**src/rtl/pb_debounce_array.sv**
```systemverilog
// rtl/pb_debounce_array.sv - per-channel push-button synchronizer, debouncer and press/release/long-press detector
module pb_debounce_array #(
    parameter int N_CH       = 4,
    parameter int CNT_W      = 20,
    parameter int STABLE_CNT = 100000,
    parameter int LONG_CNT   = 1000000
) (
    input  logic            clk,
    input  logic            rst_n,
    input  logic [N_CH-1:0] pb_in,
    output logic [N_CH-1:0] pb_debounced,
    output logic [N_CH-1:0] pb_press,
    output logic [N_CH-1:0] pb_release,
    output logic [N_CH-1:0] pb_long
);

    localparam logic [CNT_W-1:0] STABLE_LAST = CNT_W'(STABLE_CNT - 1);
    localparam logic [CNT_W-1:0] LONG_LAST   = CNT_W'(LONG_CNT - 1);
    localparam logic [CNT_W-1:0] LONG_MAX    = CNT_W'(LONG_CNT);
    localparam logic [CNT_W-1:0] CNT_ONE     = CNT_W'(1);

    logic [N_CH-1:0]  sync1_q, sync1_d;
    logic [N_CH-1:0]  sync2_q, sync2_d;
    logic [N_CH-1:0]  deb_q, deb_d;
    logic [N_CH-1:0]  press_q, press_d;
    logic [N_CH-1:0]  release_q, release_d;
    logic [N_CH-1:0]  long_q, long_d;
    logic [CNT_W-1:0] stable_q [N_CH];
    logic [CNT_W-1:0] stable_d [N_CH];
    logic [CNT_W-1:0] hold_q   [N_CH];
    logic [CNT_W-1:0] hold_d   [N_CH];

    always_comb begin
        sync1_d = pb_in;
        sync2_d = sync1_q;
        deb_d   = deb_q;
        long_d  = '0;
        for (int ch = 0; ch < N_CH; ch++) begin
            stable_d[ch] = '0;
            hold_d[ch]   = '0;
            if (sync2_q[ch] != deb_q[ch]) begin
                if (stable_q[ch] == STABLE_LAST) begin
                    deb_d[ch] = ~deb_q[ch];
                end else begin
                    stable_d[ch] = stable_q[ch] + CNT_ONE;
                end
            end
            // Hold time counts only while the level was and stays high, so it
            // starts at 0 on the press edge and clears on the release edge.
            if (deb_q[ch] && deb_d[ch]) begin
                hold_d[ch] = (hold_q[ch] == LONG_MAX) ? hold_q[ch] : hold_q[ch] + CNT_ONE;
                long_d[ch] = (hold_q[ch] == LONG_LAST);
            end
        end
        press_d   = deb_d & ~deb_q;
        release_d = ~deb_d & deb_q;
    end

    always_ff @(posedge clk or negedge rst_n) begin
        if (!rst_n) begin
            sync1_q   <= '0;
            sync2_q   <= '0;
            deb_q     <= '0;
            press_q   <= '0;
            release_q <= '0;
            long_q    <= '0;
            for (int ch = 0; ch < N_CH; ch++) begin
                stable_q[ch] <= '0;
                hold_q[ch]   <= '0;
            end
        end else begin
            sync1_q   <= sync1_d;
            sync2_q   <= sync2_d;
            deb_q     <= deb_d;
            press_q   <= press_d;
            release_q <= release_d;
            long_q    <= long_d;
            for (int ch = 0; ch < N_CH; ch++) begin
                stable_q[ch] <= stable_d[ch];
                hold_q[ch]   <= hold_d[ch];
            end
        end
    end

    assign pb_debounced = deb_q;
    assign pb_press     = press_q;
    assign pb_release   = release_q;
    assign pb_long      = long_q;

endmodule

```
**config.mk**
```make
export PLATFORM = sky130hd
export DESIGN_NAME = pb_debounce_array
export DESIGN_NICKNAME = d
export VERILOG_FILES = /design/src/rtl/pb_debounce_array.sv
export SDC_FILE = /design/constraint.sdc
export NUM_CORES = 1
export LEC_CHECK = 0
export ABC_AREA = 1
export CORE_AREA = 4 4 139 141
export DETAILED_ROUTE_END_ITERATION = 7
export DIE_AREA = 0 0 143 145
export PLACE_DENSITY = 0.84
export SKIP_LAST_GASP = 1
export SLEW_MARGIN = 20
export SYNTH_ARGS = -nofsm -noshare
export SYNTH_HDL_FRONTEND = slang
export SYNTH_SLANG_ARGS = --single-unit
```
**constraint.sdc**
```tcl
create_clock -name clk -period 1.5 [get_ports clk]
set_input_delay 0.3 -clock clk [delete_from_list [all_inputs] [get_ports clk]]
set_output_delay 0.3 -clock clk [all_outputs]
set_load 0.05 [all_outputs]
```
# Word level (Yosys, flattened, before mapping)
# Cells that the tools add are included.
classes:
  n_addsub: 8
  n_eq_ne: 20
  muxes: 28
  bitwise: 8
  reduce_logical: 4
op_table:
  columns: ["op", "n"]
  rows:
  - ["20-bit 2-to-1 mux", 16]
  - ["20-bit by 1-bit adder with 20-bit output (second input constant)", 8]
  - ["20-bit == test (second input constant)", 8]
  - ["20-bit by 17-bit == test with 1-bit output (second input constant)", 4]
  - ["1-bit 2-to-1 mux", 12]
  - ["4-bit bitwise AND", 2]
  - ["2-bit inequality test (second input constant)", 4]
  - ["4-bit inverter", 2]
  - ["1-bit logical AND", 4]
  - ["1-bit inequality test", 4]
  - ["1-bit inverter", 4]
totals:
  reg_bits: 184
  input_bits: 6
  output_inout_bits: 16
  word_cells: 82

# Logic depth before layout (Yosys ltp)
# Gate-level depths: netlist of run 1.
depth:
  depth_word: 5
  mapped_depth: 11
  mapped_depth_nobuf: 11

# Worst setup path after synthesis of run 1
# OpenSTA, ideal clock, no wires.
synth_timing:
  path_type: "register to register"
  startpoint: "reg stable_q[0] (netlist name)"
  endpoint: "reg hold_q[12] (netlist name)"
  setup_time_ps: 121
  arrival_time_ps: 1393
  required_ps: 1379
  setup_slack_ps: -14
  path_stages_with_launch: 10
  n_path_buf: 1
  period_less_slack_ps: 1514
  cell_sequence: "dfrtp_1 > ha_1 > nand3_2 > nor2_2 > nand3_2 > nand2_4 > nand2_4 > clkinv_4 > buf_12 > nor2_2"
synth_via:
  elab_chain_cells: 5
  elab_cells_between_ends: 6
  classes_between: "eq/ne (2); mux (3); reduce/logical (1)"
synth_rtl:
  columns: ["item", "line_no", "source"]
  rows:
  - ["from (decl)", "28", "logic [CNT_W-1:0] stable_q [N_CH];"]
  - ["from (signal, indexed assignment)", "79", "stable_q[ch] <= stable_d[ch];"]
  - ["20-bit by 17-bit == test with 1-bit output (*)", "42", "if (stable_q[ch] == STABLE_LAST) begin"]
  - ["1-bit 2-to-1 mux (*)", "42", null]
  - ["1-bit 2-to-1 mux (*)", "41", "if (sync2_q[ch] != deb_q[ch]) begin"]
  - ["1-bit logical AND (*)", "50", "if (deb_q[ch] && deb_d[ch]) begin"]
  - ["2-bit inequality test (no source line) / 20-bit 2-to-1 mux (equally long branches)", null, null]
  - ["to (signal, indexed assignment)", "80", "hold_q[ch] <= hold_d[ch];"]
  - ["to (decl)", "30", "logic [CNT_W-1:0] hold_q [N_CH];"]
# Mark *: on every way between the ends. The rest lies on a longest branch, timed or not.
# A chain may end at the register's enable or synchronous reset.

# Final worst setup path of run 1
layout_timing:
  startpoint: "reg stable_q[61] (netlist name)"
  endpoint: "reg hold_q[61] (netlist name)"
# The elaborated chain is that of the path after synthesis.

==> results.md, run 1 <==
Critical path:
- The worst register-to-register path has a depth of 9.
- On the worst path, the slowest cell contributes a delay of 370 ps.
- In this run the number of cells on the critical path is 9.
- In this run the worst path has a maximum fanout of 5.
- STA classifies the critical path endpoint as a register.
- STA puts the critical path data required time at 1830 ps.
- The startpoint identified for the worst register-to-register timing path is stable_q[61].
- The top cell family by delay on the critical path is simple AND/OR/NAND/NOR gates.
- STA classifies the critical path startpoint as a register.
- Walking the worst path, the cells encountered are ha_2 -> nand2_2 -> nor2_4 -> inv_2 -> nor2_4 -> nand3_2 -> nand2_4 -> clkbuf_16 -> a21oi_1.
- Together, buffers and inverters on the worst path number 2.
- The critical path startpoint is stable_q[61].
- The worst setup path category is register to register.
- The slowest stage of the critical path is the sky130_fd_sc_hd__dfrtp_1 cell.
- The signal arrival time at the worst endpoint is 1850 ps.
- The most frequent cell on the critical path is sky130_fd_sc_hd__nor2_4.

Routing:
- The post-detailed-route via-to-cell ratio is 5.31.
- For this block, the via count after detailed routing is 9,166.
- After detailed routing, the average wire length per cell comes to 13.8 um.
- The number of nets with antenna violations after routing is 0.
- Before antenna repair, the detailed router went through 6 iterations.
- For this run, design rule violations remaining after detail routing come to 0.
- The detailed router finished its first iteration with 604 violations.
- The total wirelength of the detailed-routed design is 23,700 um.

Layout:
- The multi-input combinational cell area is 5390 um2.
- The sequential cell area is 4620 um2.
- For this run, the post-layout net count is 1,502.
- The post-route netlist has 19.2% of its cells at a drive strength greater than 1.
- Counting the fill cells in the layout gives 1,353.
- 0 antenna diodes ended up in the layout.
- The non-filler instance count after layout is 1,726.
- Compared with the post-synthesis result, the final layout area differs by 22.3%.

Synth:
- The cell area after synthesis is 10,200 um2.
- Counting flops and latches in the post-synthesis netlist gives 184.
- The biggest area contributor in the post-synthesis netlist is sky130_fd_sc_hd__dfrtp_1.
- The portion of synthesized cell area occupied by the leading cell type is 45.0%.
- After synthesis, the mean cell area works out to 7.46 um2.
- The total number of yosys warnings is 0.
- Sequential elements use 45.0% of the synthesized area.
- The netlist uses 32 different library cells.
- The number of nets handed over by synthesis was 1,389.
- The synthesized netlist cell count is 1,371.
- After synthesis, the cell types taking the most area are sky130_fd_sc_hd__dfrtp_1 (45%), sky130_fd_sc_hd__nor2_1 (13%), sky130_fd_sc_hd__nand2_1 (13%).

Timing:
- The final period demand of the worst path is 1520 ps.
- In the post-route analysis, the smallest setup slack over all paths is -18.6 ps.
- The count of final setup violators is 14.
- The max-slew violation total from the final report is 0.
- The setup skew after layout is 17.2 ps.
- On the final layout, the worst hold slack is 290 ps.
- Based on the critical path, the design can be clocked at up to 658 MHz.
- The share of the cycle needed by the critical path after routing is 101%.
- Setup repair after global routing could not meet its margin everywhere.
- The count of final hold-check violations came to 0.
- For the pin with the worst max-slew slack, the measured transition is 414 ps.
- In this run the tightest slew margin relative to its limit is 72.3%.

Global route:
- The all-layer global routing usage is 21.6%.
- The initial antenna violation count was 0.
- After global routing the overflow that remains totals 0.
- The pin count of the biggest net entering global routing is 44.
- The via count of the first global-routing pass was 8,673.
- The global-route wire length before repair is 37,800 um.

Hold path:
- The worst hold path depth is 1.
- The hold path startpoint is pb_in[0].
- The min-delay analysis places its worst path in the category primary input to register.

Floorplan:
- The initialized floorplan defines 49 standard-cell rows.
- The total core area is 18,000 um2.
- The floorplan step defined a die boundary enclosing 20,700 um2.
- The vertical die dimension is 145 um.
- During I/O placement, the number of pins put on the boundary was 22.
- The floorplan step set the die width to 143 um.
- The initial utilization of the core area, before any placement, comes to 57.0%.

Place:
- The post-detailed-placement half-perimeter wirelength is 15,700 um.
- At the end of routability-driven placement, the weighted congestion stood at 0.942.
- Counting tap cells, the placed design contains a total of 1,660 instances.
- The port buffer count is 21.

CTS:
- Counting along the longest clock path gives a buffer depth of 2.
- The number of CTS-inserted buffers is 17.
- The H-tree generated during clock tree synthesis spans 4 levels.
- CTS saw 184 sinks.
- TritonCTS built the clock tree.
- The tree is rooted in a sky130_fd_sc_hd__clkbuf_16.
- The insertion delay of the later-clocked pin in the worst-skew pair is 440 ps.
- The clock input transition at the sequential cells of the worst setup and hold paths is 70 ps.

Power and ir drop:
- Per report_power, the clock group accounts for 44.5% of the total.
- The worst-case IR drop observed on VDD is 1.19 mV.
- The net switching power is 2.33 mW.
- The static leakage is 4.97 nW.
- The share of total power dissipated in sequential elements is 52.2%.
- Combinational logic is responsible for 3.2% of the overall power.
- Dividing total power by cell area gives a power density of 769 nW/um2.
- Net switching is 24.2% of the power.
- The internal power is 7.30 mW.

Status:
- The run finished, with violations left.
- The checks that failed: setup timing.

Flow run:
- The number of violations of the max-capacitance limit is 0.
-- kinds of logic (layout without fill, tap and decap cells) --
logic type               after synthesis  count (layout)  synth area share, %
AO/OA/AOI/OAI                         41              41                 2.13
XOR/XNOR                              89              89                 7.76
adder cells (fa/ha/maj)               12              12                 1.47
buffers and inverters                143             269                 5.87
flip-flops                           184             184                 45.0
AND/OR/NAND/NOR                      902             902                 37.8
-- metal layers --
layer | GRT usage [%] | vias up | wire (um)
li1 | - | 4509 | -
met1 | 28.5 | 4390 | 10200
met2 | 36.1 | 225 | 12300
met3 | 4.34 | 42 | 923
met4 | 6.27 | 0 | 355
met5 | 0 | - | 0
-- registers in the layout (all words and copies together), names as in the netlist --
| name | cells |
|---|---|
| pb_debounced | 4 |
| stable_q | 80 |
| sync1_q | 4 |
| pb_release | 4 |
| sync2_q | 4 |
| pb_press | 4 |
| hold_q | 80 |
| pb_long | 4 |
-- cells in the mapped netlist --
master,count
sky130_fd_sc_hd__nor2_1,360
sky130_fd_sc_hd__nand2_1,341
sky130_fd_sc_hd__dfrtp_1,184
sky130_fd_sc_hd__inv_1,129
sky130_fd_sc_hd__nand3_1,83
sky130_fd_sc_hd__xor2_1,60
sky130_fd_sc_hd__nor2_2,27
sky130_fd_sc_hd__xnor2_1,27
sky130_fd_sc_hd__nand4_1,26
sky130_fd_sc_hd__nor3_1,24
sky130_fd_sc_hd__a21oi_1,22
sky130_fd_sc_hd__ha_1,12
sky130_fd_sc_hd__o21ai_0,10
sky130_fd_sc_hd__nand2_2,9
sky130_fd_sc_hd__nand3_2,7
sky130_fd_sc_hd__nand3b_1,7
sky130_fd_sc_hd__nor2_4,5
sky130_fd_sc_hd__o21bai_1,5
sky130_fd_sc_hd__buf_6,4
sky130_fd_sc_hd__nor3b_1,4
sky130_fd_sc_hd__o21ai_1,4
sky130_fd_sc_hd__buf_4,3
sky130_fd_sc_hd__inv_2,3
sky130_fd_sc_hd__nor3_2,3
sky130_fd_sc_hd__nor3b_2,3
sky130_fd_sc_hd__nand2_4,2
sky130_fd_sc_hd__xnor2_2,2
sky130_fd_sc_hd__buf_12,1
sky130_fd_sc_hd__buf_2,1
sky130_fd_sc_hd__clkbuf_1,1
sky130_fd_sc_hd__clkinv_4,1
sky130_fd_sc_hd__nand4_2,1
-- stage by stage --
step / setup slack, ps / total power [mW] / utilization [%] / area, um2 / setup TNS, ps
final: -18.6 / 9.63 / 69.7 / 12500 / -123
after global routing: -118 / 9.98 / 69.7 / 12500 / -2440
after CTS: -23.0 / 9.69 / 66.1 / 11900 / -42.0
after detailed placement: -23.2 / 5.42 / 62.7 / 11300 / -108
after global placement: 57.3 / 5.41 / 62.7 / 11300 / 0
after floorplan: 4.46 / 5.21 / - / 10200 / 0
-- worst paths after layout --
check,to,slack (ps)
max,hold_q[61],-20
min,sync1_q[0],290
max reg2reg,hold_q[61],-20
min reg2reg,sync2_q[1],350
max in group asynchronous,hold_q[60],590
min in group asynchronous,hold_q[44],350
-- cell type report --
cell class	count	share of cell area, %
multi-input cells	1044	43.0
clock inverters	15	1.07
clock buffers	17	3.40
repair buffers	104	9.27
inverters	133	4.09
flip-flops and latches	184	36.9
well taps	229	2.29
-- power groups by stage --
| stage | combinational (mW) | sequential (mW) | clock [mW] |
|---|---|---|---|
| after CTS | 0.301 | 5.02 | 4.37 |
| after global placement | 0.289 | 5.12 | 0 |
| after detailed placement | 0.296 | 5.12 | 0 |
| after floorplan | 0.0952 | 5.12 | 0 |
| after global routing | 0.355 | 5.03 | 4.59 |
| final | 0.312 | 5.03 | 4.29 |
-- cell usage in the layout (no fill, tap or decap), types with 7 or more instances in the layout --
master / count
sky130_fd_sc_hd__a21oi_1: 20
sky130_fd_sc_hd__nand3_2: 12
sky130_fd_sc_hd__o21ai_0: 10
sky130_fd_sc_hd__nor2_2: 62
sky130_fd_sc_hd__buf_12: 24
sky130_fd_sc_hd__nor2_1: 312
sky130_fd_sc_hd__xnor2_1: 27
sky130_fd_sc_hd__nand2_1: 331
sky130_fd_sc_hd__nand3_1: 76
sky130_fd_sc_hd__inv_1: 123
sky130_fd_sc_hd__buf_4: 69
sky130_fd_sc_hd__nor3_1: 20
sky130_fd_sc_hd__dfrtp_2: 9
sky130_fd_sc_hd__nor2_4: 18
sky130_fd_sc_hd__nand4_1: 26
sky130_fd_sc_hd__nor3_2: 7
sky130_fd_sc_hd__xor2_1: 60
sky130_fd_sc_hd__inv_2: 9
sky130_fd_sc_hd__dfrtp_1: 175
sky130_fd_sc_hd__nand2_2: 17
sky130_fd_sc_hd__clkbuf_16: 20
sky130_fd_sc_hd__nand3b_1: 7
-- timing repair --
action	4_1_cts	5_1_grt
cloned	0	5
endpoints found under the setup margin	21	128
gates resized for setup	3	111
pin swaps	0	29
buffers inserted	2	26
hold buffers	1	0
hold endpoints to repair	36	0
(Power assumes the default switching activity.)
==> run 2, diff against run 1 <==
CAP_MARGIN = 20   (was default)
==> results of run 2 <==
Final layout, timing and power as in run 1 (identical DEF).
==> run 3, diff against run 2 <==
CORE_AREA = 2 2 164 118   (was 4 4 139 141)
DIE_AREA = 0 0 166 120   (was 0 0 143 145)
clock period = 1.34 ns   (was 1.5 ns; I/O delays follow)
==> run 3 against run 2 <==
  * The run still ends with setup timing left
  * Die area decreased by 3.9%
  * Count of clock-buffer cells in the layout up 2
  * Sequential power is 12% higher
  * Design area grew 18%
  * Combinational power up 49%
  * Critical endpoint is now hold_q[53]
  * Non-clock buffer count is 150 higher
  * Utilization grew 11 points
  * Global-route usage up 6.0 points
  * Clock power grew 26%
==> results.md, run 3 (same netlist as run 1, synthesis figures left out) <==
Global route:
- The first global-routing pass estimated 44,700 um of wire.
- Entering global routing, the biggest net connects 43 pins.
- The all-layer global routing usage is 27.6%.
- The total congestion overflow after global routing is 0.
- The via count of the first global-routing pass is 9,621.
- The initial antenna violation count is 0.

Timing:
- In this run the tightest slew margin relative to its limit is 79.1%.
- Setup repair after global routing could not meet its margin everywhere.
- Clock skew on the completed layout was measured at 13.0 ps.
- The max-slew violation total from the final report is 0.
- The count of final hold-check violations is 0.
- The count of final setup violators is 157.
- The final period demand of the worst path is 1660 ps.
- The final worst setup slack is -322 ps.
- In the finished design, the share of the clock period the worst path needs comes to 124%.
- For the pin with the worst max-slew slack, the measured transition is 311 ps.
- Based on the critical path, the design can be clocked at up to 602 MHz.

Routing:
- The post-detailed-route via-to-cell ratio is 5.90.
- In the routed design, unresolved DRC markers number 0.
- The number of nets with antenna violations after routing is 0.
- For this run, the detailed router's first-pass iteration total came to 8.
- The routed via count is 11,200.
- After detailed routing, the average wire length per cell comes to 19.0 um.
- For this block, the routed nets add up to 35,900 um of wire.
- The first-iteration detailed-routing DRC count is 1,408.

Place:
- The post-detailed-placement half-perimeter wirelength is 17,300 um.
- The congestion estimate from routability-driven global placement came to 0.962.
- The number of placed instances with taps included is 1,785.
- During placement, the flow inserted port buffers numbering 21.

Floorplan:
- The floorplan has 42 rows.
- The starting utilization of the core area is 55.5%.
- The core region is 18,400 um2.
- 22 I/O pins were placed.
- The die covers 19,900 um2.
- Measured along the y axis, the die boundary spans 120 um.
- The width of the die is 166 um.

CTS:
- The insertion delay of the later-clocked pin in the worst-skew pair is 450 ps.
- The number of sinks handled by clock tree synthesis is 184.
- After clock tree synthesis, the clock-pin slew on the worst setup and hold paths is 70 ps.
- The number of CTS-inserted buffers is 17.
- CTS built an H-tree with a depth of 4.
- The root buffer cell is sky130_fd_sc_hd__clkbuf_16.
- The clock passes through at most 2 buffers.
- The TritonCTS clock tree is done.

Power and ir drop:
- Overall power consumption after layout is estimated at 11.5 mW.
- For this design the static power due to leakage is 5.97 nW.
- The power density normalized to cell area is 777 nW/um2.
- The worst-case IR drop observed on VDD is 0.804 mV.

Critical path:
- STA classifies the critical path startpoint as a register.
- The worst setup path is of the register to register kind.
- At the worst endpoint, the required time is 1680 ps.
- Data on the critical path arrives at its endpoint at 2000 ps.
- The largest fanout of any net on the critical path is 5.
- The worst setup path is captured at a register.

Layout:
- The final net count is 1,655.
- In the final layout, the registers with the most flip-flops are hold_q (80), stable_q (80).
- The sequential cell area is 4630 um2.
- The antenna cell count is 0.
- The non-filler instance count after layout is 1,892.
- Of the cells placed in the final design, the portion with a size suffix greater than 1 is 37.0%.
- In the layout the commonest cells are sky130_fd_sc_hd__nand2_1 (290), sky130_fd_sc_hd__nor2_1 (240), sky130_fd_sc_hd__buf_4 (196).
- The layout overhead on the synthesized area is 44.6%.
- In the final layout, the multi-input gates occupy 6300 um2.
- The filler cells instantiated in the layout total 985.
- The library cell used most frequently in the layout, excluding fill and tap cells, is sky130_fd_sc_hd__nand2_1.

Status:
- The checks that failed: setup timing.
- The run finished, with violations left.

Hold path:
- The class of the worst hold path is primary input to register.

Flow run:
- Max-cap violations in this run came to 0.
[run 3: cell count changes in the layout (fill, tap and decap cells not counted), moves of 20 or more]
| cell | previous run | this run |
|---|---|---|
| sky130_fd_sc_hd__buf_4 | 69 | 196 |
| sky130_fd_sc_hd__nor2_1 | 312 | 240 |
| sky130_fd_sc_hd__nor2_4 | 18 | 63 |
| sky130_fd_sc_hd__nand2_1 | 331 | 290 |
| sky130_fd_sc_hd__nand2_2 | 17 | 48 |
| sky130_fd_sc_hd__nor2_2 | 62 | 89 |
| sky130_fd_sc_hd__buf_6 | 2 | 22 |
[run 3: area by class of cell]
type                    instances  area share [%]
flip-flops and latches        184            31.3
inverters                     133            3.48
repair inverters                2           0.220
clock buffers                  19            2.99
multi-input cells            1045            42.6
clock inverters                13            1.13
repair buffers                254            16.2
well taps                     242            2.05
[run 3: worst paths after layout]
path | startpoint | end | slack [ps] | cells after the start
max | hold_q[40] | hold_q[53] | -320 | 8
min | pb_in[3] | sync1_q[3] | 250 | 1
max reg2reg | hold_q[40] | hold_q[53] | -320 | 8
min reg2reg | sync1_q[0] | sync2_q[0] | 350 | 0
max in group asynchronous | rst_n | hold_q[0] | 520 | 3
min in group asynchronous | rst_n | stable_q[72] | 260 | 2
[run 3: layer usage]
layer / GRT usage, % / share of wire, % / vias to the layer above
li1: - / - / 4814
met1: 36.3 / 37 / 5276
met2: 45.8 / 48 / 793
met3: 5.61 / 8.8 / 272
met5: 0 / 0 / -
met4: 9.95 / 5.9 / 0
[run 3: critical path, cell delays in order, from the launching register on]
cell and delay [ps]:
sky130_fd_sc_hd__dfrtp_1 500, sky130_fd_sc_hd__inv_2 110, sky130_fd_sc_hd__buf_4 160, sky130_fd_sc_hd__nor2_4 150, sky130_fd_sc_hd__inv_1 110, sky130_fd_sc_hd__nor2_2 170
sky130_fd_sc_hd__nand4_1 130, sky130_fd_sc_hd__o21ai_2 130, sky130_fd_sc_hd__nor2_4 70
[run 3: report_power, final]
part	internal (mW)	switching [mW]
clock network	3.01	2.38
logic	0.177	0.287
registers	5.59	0.0578
total	8.78	2.72
[run 3: through the flow]
step                      setup slack (ps)  utilization [%]  cell area (um2)  TNS (ps)  hold WS (ps)
after CTS                            -88.5             72.9            13400     -2800           248
final                                 -322             80.2            14800    -21650           252
after floorplan                      -76.6                -            10400     -1920         -27.6
after detailed placement              -118             66.6            12300     -6590           168
after global routing                  -351             80.2            14800    -29960           245
after global placement               -68.1             66.6            12300     -1380           168
[run 3: timing repair]
action	4_1_cts	5_1_grt
gates resized for setup	97	268
endpoints found under the hold margin	98	0
gates cloned	1	5
hold buffers	1	0
pin swaps	40	78
setup endpoints to repair	140	167
buffers inserted	20	49
